**config.mk**
```make
export PLATFORM = sky130hd
export DESIGN_NAME = instr_fetch_stage
export DESIGN_NICKNAME = d
export VERILOG_FILES = /design/src/rtl/instr_fetch_stage.sv
export SDC_FILE = /design/constraint.sdc
export NUM_CORES = 1
export LEC_CHECK = 0
export BUFFER_PORTS_ARGS = -buffer_cell sky130_fd_sc_hd__buf_2
export CAP_MARGIN = 20
export CORE_MARGIN = 2
export CORE_UTILIZATION = 48
export CTS_CLUSTER_SIZE = 40
export DETAILED_ROUTE_END_ITERATION = 8
export PLACE_DENSITY = 0.93
export RECOVER_POWER = 100
export SYNTH_ARGS = -nofsm -noshare
export SYNTH_HDL_FRONTEND = slang
export SYNTH_SLANG_ARGS = --single-unit
```
**constraint.sdc**
```tcl
create_clock -name clk -period 3.97 [get_ports clk]
set_input_delay 0.397 -clock clk [delete_from_list [all_inputs] [get_ports clk]]
set_output_delay 0.397 -clock clk [all_outputs]
set_load 0.01 [all_outputs]
```
**src/rtl/instr_fetch_stage.sv**
```systemverilog
// Instruction fetch stage: PC sequencing, redirect selection, ROM addressing,
// IF/ID pipeline register and a sticky fetch-fault FSM.
module instr_fetch_stage #(
  parameter int unsigned DATA_WIDTH = 32,
  parameter int unsigned ADDR_WIDTH = 8,
  parameter logic [31:0] RESET_PC   = 32'h0040_0000
) (
  input  logic                  clk,
  input  logic                  reset,
  input  logic                  stall,
  input  logic                  flush,
  input  logic                  branch_en,
  input  logic [31:0]           branch_target,
  input  logic                  jump_en,
  input  logic [25:0]           jump_addr,
  input  logic                  jr_en,
  input  logic [31:0]           jr_target,
  input  logic [DATA_WIDTH-1:0] rom_q,
  output logic [ADDR_WIDTH-1:0] rom_addr,
  output logic [31:0]           pc,
  output logic [DATA_WIDTH-1:0] if_id_instr,
  output logic [31:0]           if_id_pc_plus4,
  output logic                  if_id_valid,
  output logic                  fetch_fault
);

  // Byte size of the ROM window; 33 bits so large ADDR_WIDTH cannot overflow.
  localparam logic [32:0] ROM_BYTES = 33'(1) << (ADDR_WIDTH + 2);

  typedef enum logic {
    ST_RUN   = 1'b0,
    ST_FAULT = 1'b1
  } state_t;

  state_t                  r_state;
  state_t                  w_state_nxt;
  logic [31:0]             r_pc;
  logic [31:0]             w_pc_nxt;
  logic [DATA_WIDTH-1:0]   r_if_instr;
  logic [DATA_WIDTH-1:0]   w_if_instr_nxt;
  logic [31:0]             r_if_pc_plus4;
  logic [31:0]             w_if_pc_plus4_nxt;
  logic                    r_if_valid;
  logic                    w_if_valid_nxt;
  logic                    r_fault;
  logic                    w_fault_nxt;

  logic [31:0]             w_offset;
  logic [31:0]             w_pc_plus4;
  logic [31:0]             w_jump_target;
  logic [31:0]             w_redirect_target;
  logic                    w_redirect;
  logic                    w_out_of_range;

  // Address decode and redirect target selection (jr > jump > branch).
  assign w_offset          = r_pc - RESET_PC;
  assign w_pc_plus4        = r_pc + 32'd4;
  assign w_jump_target     = {r_if_pc_plus4[31:28], jump_addr, 2'b00};
  assign w_redirect        = jr_en | jump_en | branch_en;
  assign w_redirect_target = jr_en   ? jr_target :
                             jump_en ? w_jump_target : branch_target;
  assign w_out_of_range    = (r_pc[1:0] != 2'b00) || ({1'b0, w_offset} >= ROM_BYTES);
  assign rom_addr          = w_offset[ADDR_WIDTH+1:2];

  // Next-state, next-PC and next IF/ID contents.
  always_comb begin
    w_state_nxt       = r_state;
    w_pc_nxt          = r_pc;
    w_if_instr_nxt    = r_if_instr;
    w_if_pc_plus4_nxt = r_if_pc_plus4;
    w_if_valid_nxt    = r_if_valid;
    w_fault_nxt       = r_fault;
    case (r_state)
      ST_RUN: begin
        if (w_redirect) begin
          w_pc_nxt = w_redirect_target;
        end else if (!w_out_of_range && !stall) begin
          w_pc_nxt = w_pc_plus4;
        end
        // An out-of-range fetch never enters IF/ID, even when rescued by a redirect.
        if (w_out_of_range || flush) begin
          w_if_instr_nxt    = '0;
          w_if_pc_plus4_nxt = '0;
          w_if_valid_nxt    = 1'b0;
        end else if (!stall) begin
          w_if_instr_nxt    = rom_q;
          w_if_pc_plus4_nxt = w_pc_plus4;
          w_if_valid_nxt    = 1'b1;
        end
        if (w_out_of_range && !w_redirect) begin
          w_state_nxt = ST_FAULT;
          w_fault_nxt = 1'b1;
        end
      end
      ST_FAULT: begin
        w_if_instr_nxt    = '0;
        w_if_pc_plus4_nxt = '0;
        w_if_valid_nxt    = 1'b0;
        w_fault_nxt       = 1'b1;
      end
      default: begin
        w_state_nxt = ST_RUN;
      end
    endcase
  end

  // State and pipeline registers with synchronous reset.
  always_ff @(posedge clk) begin
    if (reset) begin
      r_state       <= ST_RUN;
      r_pc          <= RESET_PC;
      r_if_instr    <= '0;
      r_if_pc_plus4 <= '0;
      r_if_valid    <= 1'b0;
      r_fault       <= 1'b0;
    end else begin
      r_state       <= w_state_nxt;
      r_pc          <= w_pc_nxt;
      r_if_instr    <= w_if_instr_nxt;
      r_if_pc_plus4 <= w_if_pc_plus4_nxt;
      r_if_valid    <= w_if_valid_nxt;
      r_fault       <= w_fault_nxt;
    end
  end

  assign pc             = r_pc;
  assign if_id_instr    = r_if_instr;
  assign if_id_pc_plus4 = r_if_pc_plus4;
  assign if_id_valid    = r_if_valid;
  assign fetch_fault    = r_fault;

endmodule
```
# Yosys cells after proc, flatten, opt, wreduce, memory -nomap -nowiden
# Cells that the tools add are included.
[word_totals]
wordCells = 41
in_bits = 129
out_inout_bits = 106
reg_bits = 99
[op_classes]
eq_ne = 2
n_reduce_logical = 10
n_lt_le_gt_ge = 1
bitwise_logic = 3
n_mux = 17
addsub = 2
[op_table]
columns = ["op", "n"]
rows = [
  ["32-bit 2-to-1 mux", 8],
  ["32-bit case mux with 2 select lines", 2],
  ["32-bit by 3-bit adder with 32-bit output, second input constant", 1],
  ["32-bit by 11-bit greater-or-equal comparator with 1-bit output, second input constant", 1],
  ["32-bit by 23-bit subtractor with 32-bit output, second input constant", 1],
  ["1-bit 2-to-1 mux", 5],
  ["1-bit case mux with 2 select lines", 2],
  ["2-bit nonzero test", 2],
  ["1-bit zero test", 3],
  ["3-bit != test, second input constant", 1],
  ["1-bit logical AND", 2],
  ["1-bit logical OR", 2],
  ["2-bit != test, second input constant", 1],
  ["1-bit OR", 2],
  ["2-bit AND reduction", 1],
  ["1-bit NOT", 1],
]

# Depth between registers and ports, before layout
# Gate-level depths: netlist of the first run.
[logic_depth]
word_depth = 7
ltp_mapped = 8
mapped_depth_nobuf = 6

# Worst setup path after synthesis of the first run
# No wires, ideal clock.
[synth_timing]
path_kind = "in2reg"
startpoint = "in jump_en"
endpoint = "reg r_pc[30] (netlist: pc[30])"
arrival_time_ns = 1.837
path_slack_ns = 1.995
cell_stages = 7
path_cell_list = "clkbuf_1 or3_1 buf_2 nor4_2 nand2_1 o31ai_1 a211oi_1"
[synth_via]
elab_chain_cells = 4
word_cells_on_any_way = 7
[synth_rtl]
columns = ["element", "line", "text"]
rows = [
  ["start: declaration", "14", "input logic jump_en,"],
  ["1-bit OR (2 in a row)", "59", "assign w_redirect = jr_en | jump_en | branch_en;"],
  ["2-bit nonzero test (no source line)", "--", ""],
  ["2-bit AND reduction (no source line)", "--", ""],
  ["end signal: assignment", "118", "r_pc <= w_pc_nxt;"],
  ["end: declaration", "37", "logic [31:0] r_pc;"],
]
# Several ways; a longest one is shown, not always the timed one.
# A chain may end at the register's enable or synchronous reset.

# Worst setup path in the final report of the first run
[layout_timing]
startpoint = "reg r_pc[22] (netlist: pc[22])"
endpoint = "reg r_if_instr[12] (netlist: if_id_instr[12])"
[layout_via]
elab_chain_cells = 6
word_cells_on_any_way = 7
[layout_rtl]
columns = ["element", "line", "text"]
rows = [
  ["32-bit by 23-bit subtractor with 32-bit output (*)", "56", "assign w_offset = r_pc - RESET_PC;"],
  ["32-bit by 11-bit greater-or-equal comparator with 1-bit output (*)", "62", "assign w_out_of_range = (r_pc[1:0] != 2'b00) || ({1'b0, w_offset} >= ROM_BYTES);"],
  ["1-bit logical OR (*)", "62", ""],
  ["1-bit logical OR (*)", "81", "if (w_out_of_range || flush) begin"],
  ["32-bit 2-to-1 mux", "81", ""],
  ["32-bit case mux with 2 select lines", "73", "case (r_state)"],
  ["end signal: assignment", "119", "r_if_instr <= w_if_instr_nxt;"],
  ["end: declaration", "39", "logic [DATA_WIDTH-1:0] r_if_instr;"],
]
# Every way passes the cells marked *; elsewhere a longest branch is shown, timed or not.

==> flow_summary.ini, run 1 <==
[synthesis]
synthSimpleGateAreaFrac = 0.178
synth-edff-count = 0
syn_area_mm2 = 0.00432
synth.area.top_cells = dfxtp_1 (46%), a22o_1 (8.3%), o21ai_0 (3.5%)
synth-seq-cells = 99
synth_top_family_by_area = compound AO/OA/AOI/OAI gates
synthAdderAreaFrac = 0.00580
synth_compound_area_frac = 0.282
syn_nets = 615
netlist_instances = 484
synth_mux_area_frac = 0.00232
synth-seq-area-share = 0.459
ys_warn_count = 0
synth-async-reset-ratio = 0
synthMostInstantiatedCell = dfxtp_1
synth_ff_type = dfxtp_1
netlist_top_cells_count = dfxtp_1 (99), a22o_1 (41), nor2_1 (39)
yosys.area.top_type = dfxtp_1
netlist.area_leader.share = 0.459
syn_area_per_cell_um2 = 8.92
synth_xor_area_frac = 0.0142
yosys.cell_types.count = 45

[sta]
timing.final.crit_share = 0.739
setup_tns_ns = 0
fin_skew_ns = 0.0131
worst_slew_pin_slew_ns = 1.24
report.final.hold_viol_count = 0
relSlewSlack = 0.171
holdWs_ns = 0.233
clock.fmax_mhz = 341
finalCriticalPeriod_ns = 2.93
finalSetupViolCount = 0
drv_slew = 0
rsz0062_at_grt = false

[cells_and_area]
nFillCells = 800
register_area_mm2 = 0.00198
fin_nets = 814
drive_gt1_frac = 0.215
syn2layout_area_growth_pct = 26.2
fin_util = 0.625
diodes = 0
multiInputGateArea_mm2 = 0.00206

[clock_network]
cts_root_buffer = clkbuf_8
clock_path_buffers = 2
h-tree-depth = 3
clk_pin_slew_ns = 0.11
cts.hold.buffers_added = 0
post-cts-setup-buffers = 0
cts_resized = 0
cts_tree = built
clk_latency_ns = 0.36
cts_inserted_buffers = 9
cts_sinks = 99

[setup_path]
path_buf_inv = 0
path_max_fanout = 64
critPathLaunch = pc[22]
crit_family = simple AND/OR/NAND/NOR gates
crit_arrival_ns = 3.24
critPathRequiredTime_ns = 4.28
path_cells = nor4b_1 -> nand4_1 -> or4_1 -> nor2_4 -> a22o_1
cpPeakStageDelay_ns = 0.97
slowest_stage = nor2_4
path_class = reg2reg
end_kind = flip-flop
critPathLaunchType = flip-flop
timing.rr.start = pc[22]

[detailed_routing]
totalWireLength_mm = 13.6
dr.first_iter.drc_count = 201
viasPerCell = 5.59
drt-wirelength-per-cell_um = 17.1
ant_nets = 0
firstDrtPassIters = 5
drc_errors = 0
vias = 4451

[outcome]
status = finished clean

[floorplan]
die_y_um = 98.8
rows = 34
start_util = 0.495
io_pins = 235
die_x_um = 98.8
core_area_mm2 = 0.00872
die_area_mm2 = 0.00977

[power]
p_int_mw = 1.45
p_leak_nw = 2.23
switching_share = 0.282
p_per_area_mw_per_mm2 = 370
ir_drop_mv = 0.243
p_sw_uw = 569
power_frac_comb = 0.138
clkPwrFrac = 0.333
seq_power_share = 0.529

[placement]
dp_hpwl_mm = 10.3
gp_congestion = 0.873
portBuffers = 234

[flow_run]
drv_cap = 0

[grt]
grt_pass1_wl_mm = 21.0
grt_max_degree = 66
antenna_found_initial = 0
track_usage = 0.266
grt_overflow = 0
grt_pass1_vias = 4237

[min_path]
hold_start = rom_q[27]
hp-class = in2reg
## worst reg2reg max path: cells and delay by family (launching register included)
family	cells	cell delay [ns]
flops	1	0.44
simple gates	4	2.12
compound gates	1	0.33
## path summary, 6_finish.rpt
| kind | to | slack, ns | cells past startpoint |
|---|---|---|---|
| setup / recovery | if_id_instr[12] | 1.04 | 5 |
| hold / removal | if_id_instr[27] | 0.23 | 2 |
| setup reg to reg | if_id_instr[12] | 1.04 | 5 |
| hold reg to reg | if_id_valid | 0.45 | 2 |
## layout make-up
type | count | share of cell area
Sequential cell | 99 | 0.364
Timing Repair Buffer | 235 | 0.192
Clock buffer | 9 | 0.0227
Inverter | 5 | 0.00344
Tap cell | 108 | 0.0248
Multi-Input combinational cell | 333 | 0.378
Clock inverter | 7 | 0.0152
## sequential cells by signal, indices dropped and copies added (netlist names)
name and flops:
if_id_instr 32, if_id_pc_plus4 32, pc 32, fetch_fault 1, if_id_valid 1, r_state 1
## stage by stage
step	setup WS, ns	std cells	area (um2)	total power [mW]
after floorplan	2.00	484	4320	1.24
after global placement	1.11	780	5400	1.37
after detailed placement	0.881	780	5400	1.38
after CTS	1.23	796	5610	2.04
after global routing	0.866	796	5450	2.10
final	1.04	796	5450	2.02
## routing by layer
| metal | vias up | global-route usage | share of wire |
|---|---|---|---|
| li1 | 2158 | - | - |
| met1 | 2058 | 0.319 | 0.40 |
| met2 | 220 | 0.481 | 0.51 |
| met3 | 15 | 0.0546 | 0.079 |
| met4 | 0 | 0.0727 | 0.014 |
| met5 | - | 0 | 0 |
## power groups by stage
stage                     logic, mW  registers, mW  clock network, mW
after global placement        0.280           1.09                  0
final                         0.279           1.07              0.671
after global routing          0.308           1.07              0.722
after detailed placement      0.290           1.09                  0
after CTS                     0.291           1.06              0.686
after floorplan               0.152           1.09                  0
## cells by family (layout without fill, tap and decap cells)
group / Yosys count / count (layout)
mux: 1 / 1
compound gates: 177 / 177
simple gates: 146 / 146
fa+ha+maj: 2 / 2
buf+inv: 52 / 256
flops: 99 / 99
xor+xnor: 7 / 7
## cells in the final DEF (no fill, tap or decap), types with 4 or more instances in the layout
master / instances
a211oi_1: 12
a21oi_1: 25
a22o_1: 41
a22oi_1: 19
and2_0: 6
and2_1: 16
and3_1: 6
buf_2: 128
clkbuf_1: 106
clkbuf_8: 9
dfxtp_1: 99
inv_1: 5
nand2_1: 30
nand2b_1: 4
nand3_1: 6
nand4_1: 5
nor2_1: 39
nor2b_1: 12
nor4_1: 9
o211ai_1: 5
o21ai_0: 36
o21ai_1: 5
o22ai_1: 11
o31ai_1: 13
xor2_1: 4
No activity file was read; power rests on OpenSTA's default activity.
==> run 2, diff against run 1 <==
ABC_AREA = 1   (was default)
PLACE_DENSITY = 0.89   (was 0.93)
clock period = 2.74 ns   (was 3.97 ns; I/O delays follow)
==> run 2 against run 1 <==
Sequential share of layout area decreased by 6.4 points. Core utilization decreased by 2.3 points. Largest power group unchanged. Maximum frequency increased by 23%. Clock skew decreased by 0.0023 ns. Sequential power increased by 48%. Synthesized area increased by 27%. Die area increased by 26%. Via count increased by 44%.
==> flow_summary.ini, run 2 <==
[outcome]
status = finished clean

[floorplan]
die_x_um = 111
io_pins = 235
core_area_mm2 = 0.0110
die_area_mm2 = 0.0123
start_util = 0.498
rows = 38
die_y_um = 111

[synthesis]
syn_area_mm2 = 0.00547
ys_warn_count = 0
yosys.cell_types.count = 33
netlist.area_leader.share = 0.362
netlist_top_cells_count = nand2_1 (207), nor2_1 (100), dfxtp_1 (99)
synth-seq-area-share = 0.362
yosys.area.top_type = dfxtp_1
synth-seq-cells = 99
synth.area.top_cells = dfxtp_1 (36%), nand2_1 (14%), nand4_1 (9.7%)
synthMostInstantiatedCell = nand2_1
synth-edff-count = 0
syn_nets = 943
synth_ff_type = dfxtp_1
syn_area_per_cell_um2 = 6.74
synth-async-reset-ratio = 0
netlist_instances = 812

[placement]
gp_congestion = 0.955
dpl-instance-area_mm2 = 0.00648
portBuffers = 234
dp_hpwl_mm = 13.3

[sta]
fin_skew_ns = 0.0108
timing.final.crit_share = 0.871
rsz0062_at_grt = false
report.final.hold_viol_count = 0
finalCriticalPeriod_ns = 2.39
drv_slew = 0
worst_slew_pin_slew_ns = 0.921
setup_tns_ns = 0
finalSetupViolCount = 0
relSlewSlack = 0.385
clock.fmax_mhz = 419

[cells_and_area]
layout_commonest_cell = nand2_1
fin_area_mm2 = 0.00661
fin_nets = 1127
drive_gt1_frac = 0.166
syn2layout_area_growth_pct = 20.7
layout_common_cells = nand2_1 (208), buf_2 (127), clkbuf_1 (107)

[clock_network]
clk_pin_slew_ns = 0.08
post-cts-setup-buffers = 0
cts.hold.buffers_added = 0
cts_tree = built
clk_latency_ns = 0.35
h-tree-depth = 3
cts_resized = 0
cts_inserted_buffers = 9
clock_path_buffers = 2
cts_sinks = 99
cts_root_buffer = clkbuf_16

[min_path]
hold_start = flush
hp-class = in2reg

[setup_path]
timing.rr.start = pc[14]
path_depth = 8
rr_worst_depth = 8
path_max_fanout = 83
crit_arrival_ns = 2.66
cpPeakStageDelay_ns = 0.72
ff2ff_setup_slack_ns = 0.35
path_cells = nor2_1 -> nand2_1 -> nor2_1 -> nand3_1 -> nor2_1 -> clkbuf_4 -> nand4_1 -> a21oi_1
critPathRequiredTime_ns = 3.01
endpoint = if_id_instr[15]
critPathLaunch = pc[14]
crit_family = simple AND/OR/NAND/NOR gates
r2r_end = if_id_instr[15]
end_kind = flip-flop
path_buf_inv = 1
path_class = reg2reg
slowest_stage = clkbuf_4
critPathLaunchType = flip-flop
path_common_cell = nor2_1

[detailed_routing]
drt-wirelength-per-cell_um = 16.2
vias = 6416
viasPerCell = 5.62
dr.first_iter.drc_count = 606
drc_errors = 0
firstDrtPassIters = 7
ant_nets = 0
totalWireLength_mm = 18.5

[power]
switching_share = 0.317
power_frac_comb = 0.174
p_per_area_mw_per_mm2 = 523
clkPwrFrac = 0.370
p_int_mw = 2.36
seq_power_share = 0.456
p_sw_mw = 1.09
p_leak_nw = 2.67
fin_total_pwr_mw = 3.46
ir_drop_mv = 0.304

[grt]
grt_max_degree = 84
grt_pass1_vias = 6056
track_usage = 0.292
antenna_found_initial = 1
grt_overflow = 0
grt_pass1_wl_mm = 29.6

[flow_run]
drv_cap = 0
[run 2: power by group through the flow]
stage	Clock, mW	Sequential [mW]	Combinational, mW
2_1_floorplan	0	1.60	0.371
3_5_place_dp	0	1.60	0.607
3_3_place_gp	0	1.60	0.602
4_1_cts	1.28	1.57	0.613
5_1_grt	1.33	1.58	0.672
6_report	1.28	1.58	0.602
[run 2: final cells by class]
class	instances	area, um2
flip-flops and latches	99	1980
fillers	1085	4380
clock buffers	10	239
clock inverters	6	55.1
well taps	140	175
diodes	1	2.50
multi-input cells	595	2860
repair buffers	244	1110
inverters	47	176
[run 2: worst min-delay path by stage]
stage	endpoint	slack, ns	cells past startpoint
2_1_floorplan	if_id_valid	0.35	1
3_3_place_gp	if_id_pc_plus4[0]	0.43	2
3_5_place_dp	if_id_pc_plus4[0]	0.43	2
4_1_cts	if_id_valid	0.15	2
5_1_grt	if_id_valid	0.14	2
6_report	if_id_valid	0.15	2
[run 2: worst reg2reg max path, stage by stage (launching register included)]
cell and delay (ns):
dfxtp_1 0.38, nor2_1 0.20, nand2_1 0.09, nor2_1 0.11
nand3_1 0.09, nor2_1 0.21, clkbuf_4 0.72, nand4_1 0.27
a21oi_1 0.23
[run 2: per-stage QoR]
| step | worst slack (ns) | cells | hold slack (ns) | utilization |
|---|---|---|---|---|
| finish | 0.352 | 1142 | 0.154 | 0.602 |
| global route | 0.164 | 1142 | 0.145 | 0.602 |
| CTS | 0.528 | 1141 | 0.150 | 0.617 |
| detailed placement | 0.634 | 1125 | 0.434 | 0.590 |
| global placement | 0.653 | 1125 | 0.428 | 0.590 |
| floorplan | 1.19 | 812 | 0.353 | - |
[run 2: layer usage]
| layer | vias to the layer above | part of all wire | track usage |
|---|---|---|---|
| met4 | 0 | 0.027 | 0.103 |
| met2 | 327 | 0.45 | 0.469 |
| met5 | - | 0 | 0 |
| met3 | 42 | 0.091 | 0.0410 |
| met1 | 2933 | 0.43 | 0.401 |
| li1 | 3114 | - | - |
[run 2: kinds of logic after synthesis]
logic type,synth area share
xor+xnor,0.00160
buf+inv,0.108
fa+ha+maj,0.00457
compound gates,0.117
flops,0.362
simple gates,0.407
==> run 3, diff against run 2 <==
ABC_AREA = default   (was 1)
CORE_UTILIZATION = 45   (was 48)
==> run 3 against run 2 <==
Die area decreased by 15%. Via count decreased by 29%. Critical endpoint is now pc[15]. Register-to-register slack got worse by 0.04 ns. Largest cell class unchanged. Largest power group unchanged. Sequential power about the same.
==> flow_summary.ini, run 3 (synthesis results as in run 1) <==
[setup_path]
path_cells = clkbuf_1 -> nor3_1 -> buf_4 -> o22ai_2 -> nand2_1 -> o32ai_1
crit_arrival_ns = 2.73
slowest_stage = clkbuf_1
rr_worst_depth = 6
path_buf_inv = 2
r2r_end = if_id_instr[24]
path_class = in2reg
critPathRequiredTime_ns = 3.01
crit_family = buffers and inverters
critPathLaunchType = input port
ff2ff_setup_slack_ns = 0.31
path_max_fanout = 25
timing.rr.start = pc[28]
cpPeakStageDelay_ns = 0.90
end_kind = flip-flop

[floorplan]
rows = 35
core_area_mm2 = 0.00928
io_pins = 235
start_util = 0.465
die_area_mm2 = 0.0104
die_x_um = 102
die_y_um = 102

[power]
p_sw_uw = 887
p_per_area_mw_per_mm2 = 525
ir_drop_mv = 0.299
p_int_mw = 2.04
power_frac_comb = 0.143
clkPwrFrac = 0.329
switching_share = 0.303
p_leak_nw = 2.29
seq_power_share = 0.528

[clock_network]
cts_resized = 0
cts_root_buffer = clkbuf_8
h-tree-depth = 3
cts_sinks = 99
clock_path_buffers = 2
clk_pin_slew_ns = 0.11
cts_tree = built
clk_latency_ns = 0.37
cts_inserted_buffers = 9
cts.hold.buffers_added = 0
post-cts-setup-buffers = 0

[detailed_routing]
highest_layer = met4
ant_nets = 0
dr.first_iter.drc_count = 250
vias = 4541
drt-wirelength-per-cell_um = 16.8
viasPerCell = 5.49
routedLengthMet1_mm = 5.50
wl_met3_mm = 1.40
firstDrtPassIters = 7
routed-wl-met2_mm = 6.74
drc_errors = 0
totalWireLength_mm = 13.9

[cells_and_area]
layout_commonest_cell = buf_2
diodes = 0
syn2layout_area_growth_pct = 29.0
fin_nets = 824
fin_util = 0.600
layout_common_cells = buf_2 (127), clkbuf_1 (108), dfxtp_1 (99)
drive_gt1_frac = 0.225

[flow_run]
drv_cap = 0

[sta]
finalSetupViolCount = 0
drv_slew = 0
rsz0062_at_grt = false
relSlewSlack = 0.157
timing.final.crit_share = 0.896
report.final.hold_viol_count = 0
setup_tns_ns = 0
finalCriticalPeriod_ns = 2.45
clock.fmax_mhz = 408
holdWs_ns = 0.107
worst_slew_pin_slew_ns = 1.26
fin_skew_ns = 0.0140

[min_path]
hold_end = if_id_instr[11]
min_path_cells = 2
hp-class = in2reg
hold_start = rom_q[11]

[placement]
dp_hpwl_mm = 10.5
gp_congestion = 0.874
portBuffers = 234

[grt]
antenna_found_initial = 0
track_usage = 0.254
grt_pass1_wl_mm = 20.8
grt_overflow = 0
grt_pass1_vias = 4217
grt_max_degree = 65

[outcome]
status = finished clean
run 3: cell type report:
class	count	area, um2
fill	894	3710
inverter	5	18.8
timing repair buffer	245	1120
sequential	99	1980
clock buffer	9	124
clock inverter	7	88.8
tap	129	161
multi-input combinational	333	2080
run 3: power groups by stage:
stage | clock network (mW) | logic (mW) | registers [mW]
final | 0.961 | 0.418 | 1.55
after global routing | 1.04 | 0.462 | 1.55
after CTS | 0.978 | 0.433 | 1.54
after detailed placement | 0 | 0.432 | 1.58
after global placement | 0 | 0.421 | 1.57
after floorplan | 0 | 0.220 | 1.58
run 3: worst reg2reg max path: stages (launching register included):
cell and delay, ns:
dfxtp_1 0.37, nor4_1 0.37, nand4_1 0.22, or4_1 0.69, nor2_8 0.14, buf_6 0.37, a22o_1 0.23
run 3: worst max path at each step:
stage	startpoint	to	slack (ns)	cells after the start
finish	jump_en	pc[15]	0.29	6
global route	pc[28]	if_id_pc_plus4[7]	0.12	6
CTS	pc[28]	if_id_instr[24]	0.44	6
detailed placement	pc[28]	if_id_instr[29]	0.47	6
global placement	pc[28]	if_id_instr[4]	0.52	6
floorplan	pc[22]	if_id_pc_plus4[10]	0.85	6
run 3: per-layer routing:
metal  track usage  vias to the layer above
li1              -                     2190
met2         0.445                      243
met5             0                        -
met3        0.0869                       22
met4        0.0738                        0
met1         0.295                     2086
run 3: per-stage QoR:
step                setup slack (ns)  power (mW)  instances  cell area [um2]
floorplan                      0.846        1.80        484             4320
global placement               0.522        1.99        811             5510
detailed placement             0.470        2.01        811             5510
CTS                            0.438        2.95        827             5730
global route                   0.124        3.06        827             5570
finish                         0.286        2.92        827             5570
